## config.mk

```make
export PLATFORM = sky130hd
export DESIGN_NAME = wb_stage_flat
export DESIGN_NICKNAME = d
export VERILOG_FILES = /design/src/rtl/wb_stage_if.sv /design/src/rtl/wb_stage.sv /design/src/flat_wrapper.sv
export SDC_FILE = /design/constraint.sdc
export NUM_CORES = 1
export LEC_CHECK = 0
export CAP_MARGIN = 30
export CORE_MARGIN = 2
export CORE_UTILIZATION = 35
export CTS_BUF_LIST = sky130_fd_sc_hd__clkbuf_8
export DETAILED_ROUTE_END_ITERATION = 12
export GPL_TIMING_DRIVEN = 0
export PLACE_DENSITY = 0.77
export SLEW_MARGIN = 0
export SYNTH_ARGS = -nofsm -noshare
export SYNTH_HDL_FRONTEND = slang
export SYNTH_SLANG_ARGS = --single-unit
export TNS_END_PERCENT = 10
```

## constraint.sdc

```tcl
create_clock -name clk -period 2 [get_ports clk]
set_input_delay 0.3 -clock clk [delete_from_list [all_inputs] [get_ports clk]]
set_output_delay 0.3 -clock clk [all_outputs]
set_load 0.02 [all_outputs]
```

## src/rtl/wb_stage_if.sv

```systemverilog
// wb_stage_if: MEM-side capture inputs, pipeline control and RF write-port outputs of wb_stage
interface wb_stage_if #(parameter int DATA_W = 32, parameter int ADDR_W = 5);
  logic              mem_valid;
  logic              mem_ready;
  logic              mem_reg_write;
  logic [ADDR_W-1:0] mem_rd_addr;
  logic [1:0]        mem_wb_sel;
  logic [DATA_W-1:0] mem_alu_result;
  logic [DATA_W-1:0] mem_load_data;
  logic [1:0]        mem_load_size;
  logic              mem_load_uns;
  logic [DATA_W-1:0] mem_pc_plus4;
  logic              stall;
  logic              flush;
  logic              wb_valid;
  logic              rf_reg_write;
  logic [ADDR_W-1:0] rf_rd_addr;
  logic [DATA_W-1:0] rf_rd_data;
  logic              wb_misalign;
  modport master (
    output mem_valid, mem_reg_write, mem_rd_addr, mem_wb_sel, mem_alu_result,
           mem_load_data, mem_load_size, mem_load_uns, mem_pc_plus4, stall, flush,
    input  mem_ready, wb_valid, rf_reg_write, rf_rd_addr, rf_rd_data, wb_misalign
  );
  modport slave (
    input  mem_valid, mem_reg_write, mem_rd_addr, mem_wb_sel, mem_alu_result,
           mem_load_data, mem_load_size, mem_load_uns, mem_pc_plus4, stall, flush,
    output mem_ready, wb_valid, rf_reg_write, rf_rd_addr, rf_rd_data, wb_misalign
  );
endinterface

```

## src/rtl/wb_stage.sv

```systemverilog
// wb_stage: MEM/WB register and write-back select (ALU, aligned/extended load, link PC+4).
// Define WB_RETIRE_CNT_EN to add the retire_cnt output.
module wb_stage #(
  parameter int DATA_W   = 32,
  parameter int ADDR_W   = 5,
  parameter int LINK_REG = 31,
  parameter int CNT_W    = 32
) (
  input  logic clk,
  input  logic rst_n,
  wb_stage_if.slave bus
`ifdef WB_RETIRE_CNT_EN
  ,
  output logic [CNT_W-1:0] retire_cnt
`endif
);
  logic [1:0]        off;
  logic [7:0]        byte_v;
  logic [15:0]       half_v;
  logic [DATA_W-1:0] load_v;
  logic              mis;
  logic [ADDR_W-1:0] d_addr;
  logic [DATA_W-1:0] d_data;
  logic              d_we;
  assign bus.mem_ready = ~bus.stall;
  always_comb begin
    off    = bus.mem_alu_result[1:0];
    byte_v = bus.mem_load_data[{off, 3'b000} +: 8];
    half_v = off[1] ? bus.mem_load_data[31:16] : bus.mem_load_data[15:0];
    load_v = bus.mem_load_size == 2'b10 ? {{24{~bus.mem_load_uns & byte_v[7]}}, byte_v} :
             bus.mem_load_size == 2'b01 ? {{16{~bus.mem_load_uns & half_v[15]}}, half_v} :
             bus.mem_load_data;
    // reserved size 11 behaves as a word, so it needs full alignment too
    mis    = bus.mem_valid && bus.mem_wb_sel == 2'b01 &&
             (bus.mem_load_size == 2'b01 ? off[0] : bus.mem_load_size != 2'b10 && off != 2'b00);
    d_addr = bus.mem_wb_sel == 2'b10 ? ADDR_W'(LINK_REG) : bus.mem_rd_addr;
    d_data = mis                      ? '0 :
             bus.mem_wb_sel == 2'b00 ? bus.mem_alu_result :
             bus.mem_wb_sel == 2'b01 ? load_v :
             bus.mem_wb_sel == 2'b10 ? bus.mem_pc_plus4 : '0;
    d_we   = bus.mem_valid && bus.mem_reg_write && d_addr != '0 && !mis && bus.mem_wb_sel != 2'b11;
  end
  always_ff @(posedge clk or negedge rst_n)
    if (!rst_n) begin
      bus.wb_valid     <= 1'b0;
      bus.rf_reg_write <= 1'b0;
      bus.rf_rd_addr   <= '0;
      bus.rf_rd_data   <= '0;
      bus.wb_misalign  <= 1'b0;
    end else if (bus.flush) begin
      bus.wb_valid     <= 1'b0;
      bus.rf_reg_write <= 1'b0;
    end else if (!bus.stall) begin
      bus.wb_valid     <= bus.mem_valid;
      bus.rf_reg_write <= d_we;
      bus.rf_rd_addr   <= d_addr;
      bus.rf_rd_data   <= d_data;
      bus.wb_misalign  <= mis;
    end
`ifdef WB_RETIRE_CNT_EN
  always_ff @(posedge clk or negedge rst_n)
    if (!rst_n) retire_cnt <= '0;
    else if (!bus.flush && !bus.stall && bus.mem_valid) retire_cnt <= retire_cnt + 1'b1;
`endif
endmodule

```

## src/flat_wrapper.sv

```systemverilog
// flat-port wrapper written by rule: the top's interface ports become plain ports
module wb_stage_flat 
#(
  parameter int DATA_W   = 32,
  parameter int ADDR_W   = 5,
  parameter int LINK_REG = 31,
  parameter int CNT_W    = 32
)
  (clk, rst_n, bus_mem_valid, bus_mem_reg_write, bus_mem_rd_addr, bus_mem_wb_sel, bus_mem_alu_result, bus_mem_load_data, bus_mem_load_size, bus_mem_load_uns, bus_mem_pc_plus4, bus_stall, bus_flush, bus_mem_ready, bus_wb_valid, bus_rf_reg_write, bus_rf_rd_addr, bus_rf_rd_data, bus_wb_misalign);
  wb_stage_if #(.DATA_W(DATA_W), .ADDR_W(ADDR_W)) bus_i ();
  input  logic clk;
  input  logic rst_n;
  input wire logic [$bits(bus_i.mem_valid)-1:0] bus_mem_valid;
  input wire logic [$bits(bus_i.mem_reg_write)-1:0] bus_mem_reg_write;
  input wire logic [$bits(bus_i.mem_rd_addr)-1:0] bus_mem_rd_addr;
  input wire logic [$bits(bus_i.mem_wb_sel)-1:0] bus_mem_wb_sel;
  input wire logic [$bits(bus_i.mem_alu_result)-1:0] bus_mem_alu_result;
  input wire logic [$bits(bus_i.mem_load_data)-1:0] bus_mem_load_data;
  input wire logic [$bits(bus_i.mem_load_size)-1:0] bus_mem_load_size;
  input wire logic [$bits(bus_i.mem_load_uns)-1:0] bus_mem_load_uns;
  input wire logic [$bits(bus_i.mem_pc_plus4)-1:0] bus_mem_pc_plus4;
  input wire logic [$bits(bus_i.stall)-1:0] bus_stall;
  input wire logic [$bits(bus_i.flush)-1:0] bus_flush;
  output wire logic [$bits(bus_i.mem_ready)-1:0] bus_mem_ready;
  output wire logic [$bits(bus_i.wb_valid)-1:0] bus_wb_valid;
  output wire logic [$bits(bus_i.rf_reg_write)-1:0] bus_rf_reg_write;
  output wire logic [$bits(bus_i.rf_rd_addr)-1:0] bus_rf_rd_addr;
  output wire logic [$bits(bus_i.rf_rd_data)-1:0] bus_rf_rd_data;
  output wire logic [$bits(bus_i.wb_misalign)-1:0] bus_wb_misalign;
  assign bus_i.mem_valid = bus_mem_valid;
  assign bus_i.mem_reg_write = bus_mem_reg_write;
  assign bus_i.mem_rd_addr = bus_mem_rd_addr;
  assign bus_i.mem_wb_sel = bus_mem_wb_sel;
  assign bus_i.mem_alu_result = bus_mem_alu_result;
  assign bus_i.mem_load_data = bus_mem_load_data;
  assign bus_i.mem_load_size = bus_mem_load_size;
  assign bus_i.mem_load_uns = bus_mem_load_uns;
  assign bus_i.mem_pc_plus4 = bus_mem_pc_plus4;
  assign bus_i.stall = bus_stall;
  assign bus_i.flush = bus_flush;
  assign bus_mem_ready = bus_i.mem_ready;
  assign bus_wb_valid = bus_i.wb_valid;
  assign bus_rf_reg_write = bus_i.rf_reg_write;
  assign bus_rf_rd_addr = bus_i.rf_rd_addr;
  assign bus_rf_rd_data = bus_i.rf_rd_data;
  assign bus_wb_misalign = bus_i.wb_misalign;
  wb_stage #(.DATA_W(DATA_W), .ADDR_W(ADDR_W), .LINK_REG(LINK_REG), .CNT_W(CNT_W)) u_core (.clk(clk), .rst_n(rst_n), .bus(bus_i));
endmodule
```

==> impl_metrics.toml <==
[floorplan]
die_y_microns = 96.90
num_rows = 33
initial_utilization_pct = 36.39
die_w_microns = 96.90
num_io_pins = 153
die_area_sq_um = 9389
placeableCoreArea_sq_um = 8299

[setup_path]
worstPathArrival_ns = 2.08
max_stage_delay_ns = 0.48
required_ns = 2.18
critical_path_class = "input pin to flop"
cp_slowest_cell = "clkdlybuf4s50_1"
worstPathMaxFanout = 10
start_kind = "input pin"
cp_cell_sequence = "clkdlybuf4s50_1 > clkbuf_4 > and2b_2 > nand3_1 > o21a_2 > nand3_4 > buf_6 > o221ai_2"
critPathCaptureType = "flop"

[cells_and_area]
final_common_cell = "clkdlybuf4s50_1"
area_growth_syn_to_layout_pct = 59.07
final_cell_mix = "148 x clkdlybuf4s50_1, 42 x nand2_1, 40 x dfrtp_1, 33 x a21oi_1"
num-nets-final = 618
antenna-diode-count = 0
fin_util_pct = 57.89
drive_above_1_share_pct = 11.86
stdcell_area_sq_um = 4805

[detailed_routing]
wirelength_mm = 12.11
remaining_drc_errors = 0
highest_layer = "met4"
wl_met2_mm = 5.776
num_vias = 3541
ant_nets = 0
wl_per_cell_microns = 19.82
drt_iter0_drc = 295
met1_length_mm = 4.856
drt_pass1_iterations = 5
met3WireLength_mm = 1.254
drt-vias-per-instance = 5.795

[logic_synthesis]
synth_area_sq_um = 3020
syn_inst = 347
ys_types = 56
avgSynthCellArea_sq_um = 8.704
synthArstFlopShare_pct = 100.0
synth_top_area_share_pct = 33.14
synth-edff-count = 0
synth_area_leaders = "dfrtp_1 33%, mux2i_1 6.3%, a21oi_1 5.6%, nand2_1 5.3%, o221ai_2 5.0%"
ys_seq_area_share_pct = 33.14
ys_warn_count = 0
synth_ff_type = "dfrtp_1"
synth_seq_cells = 40
yosysTopAreaCell = "dfrtp_1"
syn-num-nets = 459

[sta]
hold_violations = 0
worstMarginPinSlew_ns = 0.6616
grt_setup_unrepaired = "yes"
fin_crit_ns = 1.903
slew_violations = 0
relSlewSlack_pct = 55.90
min_period_over_period_pct = 95.13
hold_ws_ns = 0.4813
fmax_mhz = 525.6
clock-skew-final_ns = 0
finalSetupViolCount = 0

[global_route]
grt_max_degree = 25
grt_remaining_overflow = 0
grt_usage_pct = 25.41
grt_pass1_wl_mm = 19.18
antenna_found_initial = 0
grt_pass1_vias = 3585

[place]
port_buffers = 150
dp_hpwl_mm = 9.375
placed_area_sq_um = 4668
gp_congestion = 0.9488

[clock_network]
cts_num_sinks = 40
cts-root-buf = "clkbuf_8"
cts_setup_buffers = 0
path_clk_slew_ns = 0.08
clockBufferDepth = 2
cts.htree.levels = 2
cts_tree = "done"
numCtsBuffers = 5
clkLatencyLatePin_ns = 0.29

[run_status]
status = "finished clean"

[flow_run]
maxCapViolCount = 0

[power]
p_leak_nw = 1.906
vdd_drop_max_uv = 299.5
power.density_nw_per_um2 = 557.4

[min_path]
hold_class = "flop to flop"
stage by stage:
stage	setup TNS, ns	instances	power (mW)	setup slack, ns
3_3_place_gp	-25.26	602	2.115	-0.4520
6_report	0	611	2.678	0.09742
5_1_grt	-0.05354	611	2.807	-0.04187
4_1_cts	-0.007349	611	2.677	-0.007349
3_5_place_dp	-7.961	603	2.131	-0.3471
2_1_floorplan	0	347	1.522	0.4679
layout make-up:
type | instances | area [sq um]
Sequential cell | 40 | 1001
Fill cell | 763 | 3495
Inverter | 11 | 41.29
Multi-Input combinational cell | 266 | 1844
Clock buffer | 5 | 68.82
Timing Repair Buffer | 152 | 1529
Clock inverter | 2 | 12.51
Buffer | 30 | 176.4
Tap cell | 105 | 131.4
cells in the mapped netlist (all sizes together) (2+ instances only):
| master | n |
|---|---|
| nand2 | 43 |
| dfrtp | 40 |
| a21oi | 34 |
| o21ai | 30 |
| mux2i | 19 |
| buf | 18 |
| o22ai | 18 |
| nor2 | 17 |
| o221ai | 16 |
| clkbuf | 12 |
| inv | 11 |
| nand3 | 10 |
| nand2b | 7 |
| a32oi | 5 |
| mux4 | 5 |
| o22a | 5 |
| or3b | 5 |
| a21boi | 4 |
| a22o | 4 |
| nand3b | 3 |
| nor2b | 3 |
| o211ai | 3 |
| o31ai | 3 |
| or2 | 3 |
| a211oi | 2 |
| a21o | 2 |
| a221oi | 2 |
| a31oi | 2 |
| nor3 | 2 |
| o21a | 2 |
| o32ai | 2 |
flip-flops by register name, indices dropped and copies added (netlist names):
signal / count
u_core.bus.rf_rd_addr: 5
u_core.bus.rf_reg_write: 1
u_core.bus.wb_valid: 1
u_core.bus.wb_misalign: 1
u_core.bus.rf_rd_data: 32
timing repair:
action | 4_1_cts | 5_1_grt
hold buffers | 1 | 0
resized for setup | 3 | 12
setup endpoints to repair | 4 | 24
hold endpoints to repair | 16 | 0
worst max-delay path: cells and delay by family:
| kind | cells | cell delay (ns) |
|---|---|---|
| buffers and inverters | 3 | 0.88 |
| AND/OR/NAND/NOR | 3 | 0.50 |
| AO/OA/AOI/OAI | 2 | 0.39 |
layer usage:
| metal | vias to the layer above | GRT usage [%] |
|---|---|---|
| met5 | - | 0 |
| met4 | 0 | 5.525 |
| met3 | 18 | 6.792 |
| met2 | 206 | 42.36 |
| met1 | 1675 | 33.09 |
| li1 | 1642 | - |
where the power goes:
part,internal [mW],switching (mW)
sequential,0.919,0.0584
clock,0.237,0.307
combinational,0.598,0.559
path summary, 6_finish.rpt:
path | slack, ns | to | startpoint | cells past startpoint
min in group asynchronous | 0.49 | u_core.bus.rf_rd_data[7] | rst_n | 2
min | 0.48 | u_core.bus.rf_rd_data[1] | u_core.bus.rf_rd_data[1] | 1
max reg2reg | 1.07 | u_core.bus.rf_rd_data[4] | u_core.bus.rf_rd_data[4] | 2
min reg2reg | 0.48 | u_core.bus.rf_rd_data[1] | u_core.bus.rf_rd_data[1] | 1
max in group asynchronous | 1.01 | u_core.bus.rf_rd_data[16] | rst_n | 3
max | 0.1 | u_core.bus.rf_rd_data[27] | bus_mem_wb_sel[0] | 8
cell families after synthesis:
| logic type | share of synthesized area, % |
|---|---|
| buffers and inverters | 6.752 |
| adder cells (fa/ha/maj) | 0.3314 |
| AND/OR/NAND/NOR | 15.62 |
| flip-flops | 33.14 |
| multiplexers | 10.40 |
| AO/OA/AOI/OAI | 33.76 |
Power figures use the tool's default switching activity.
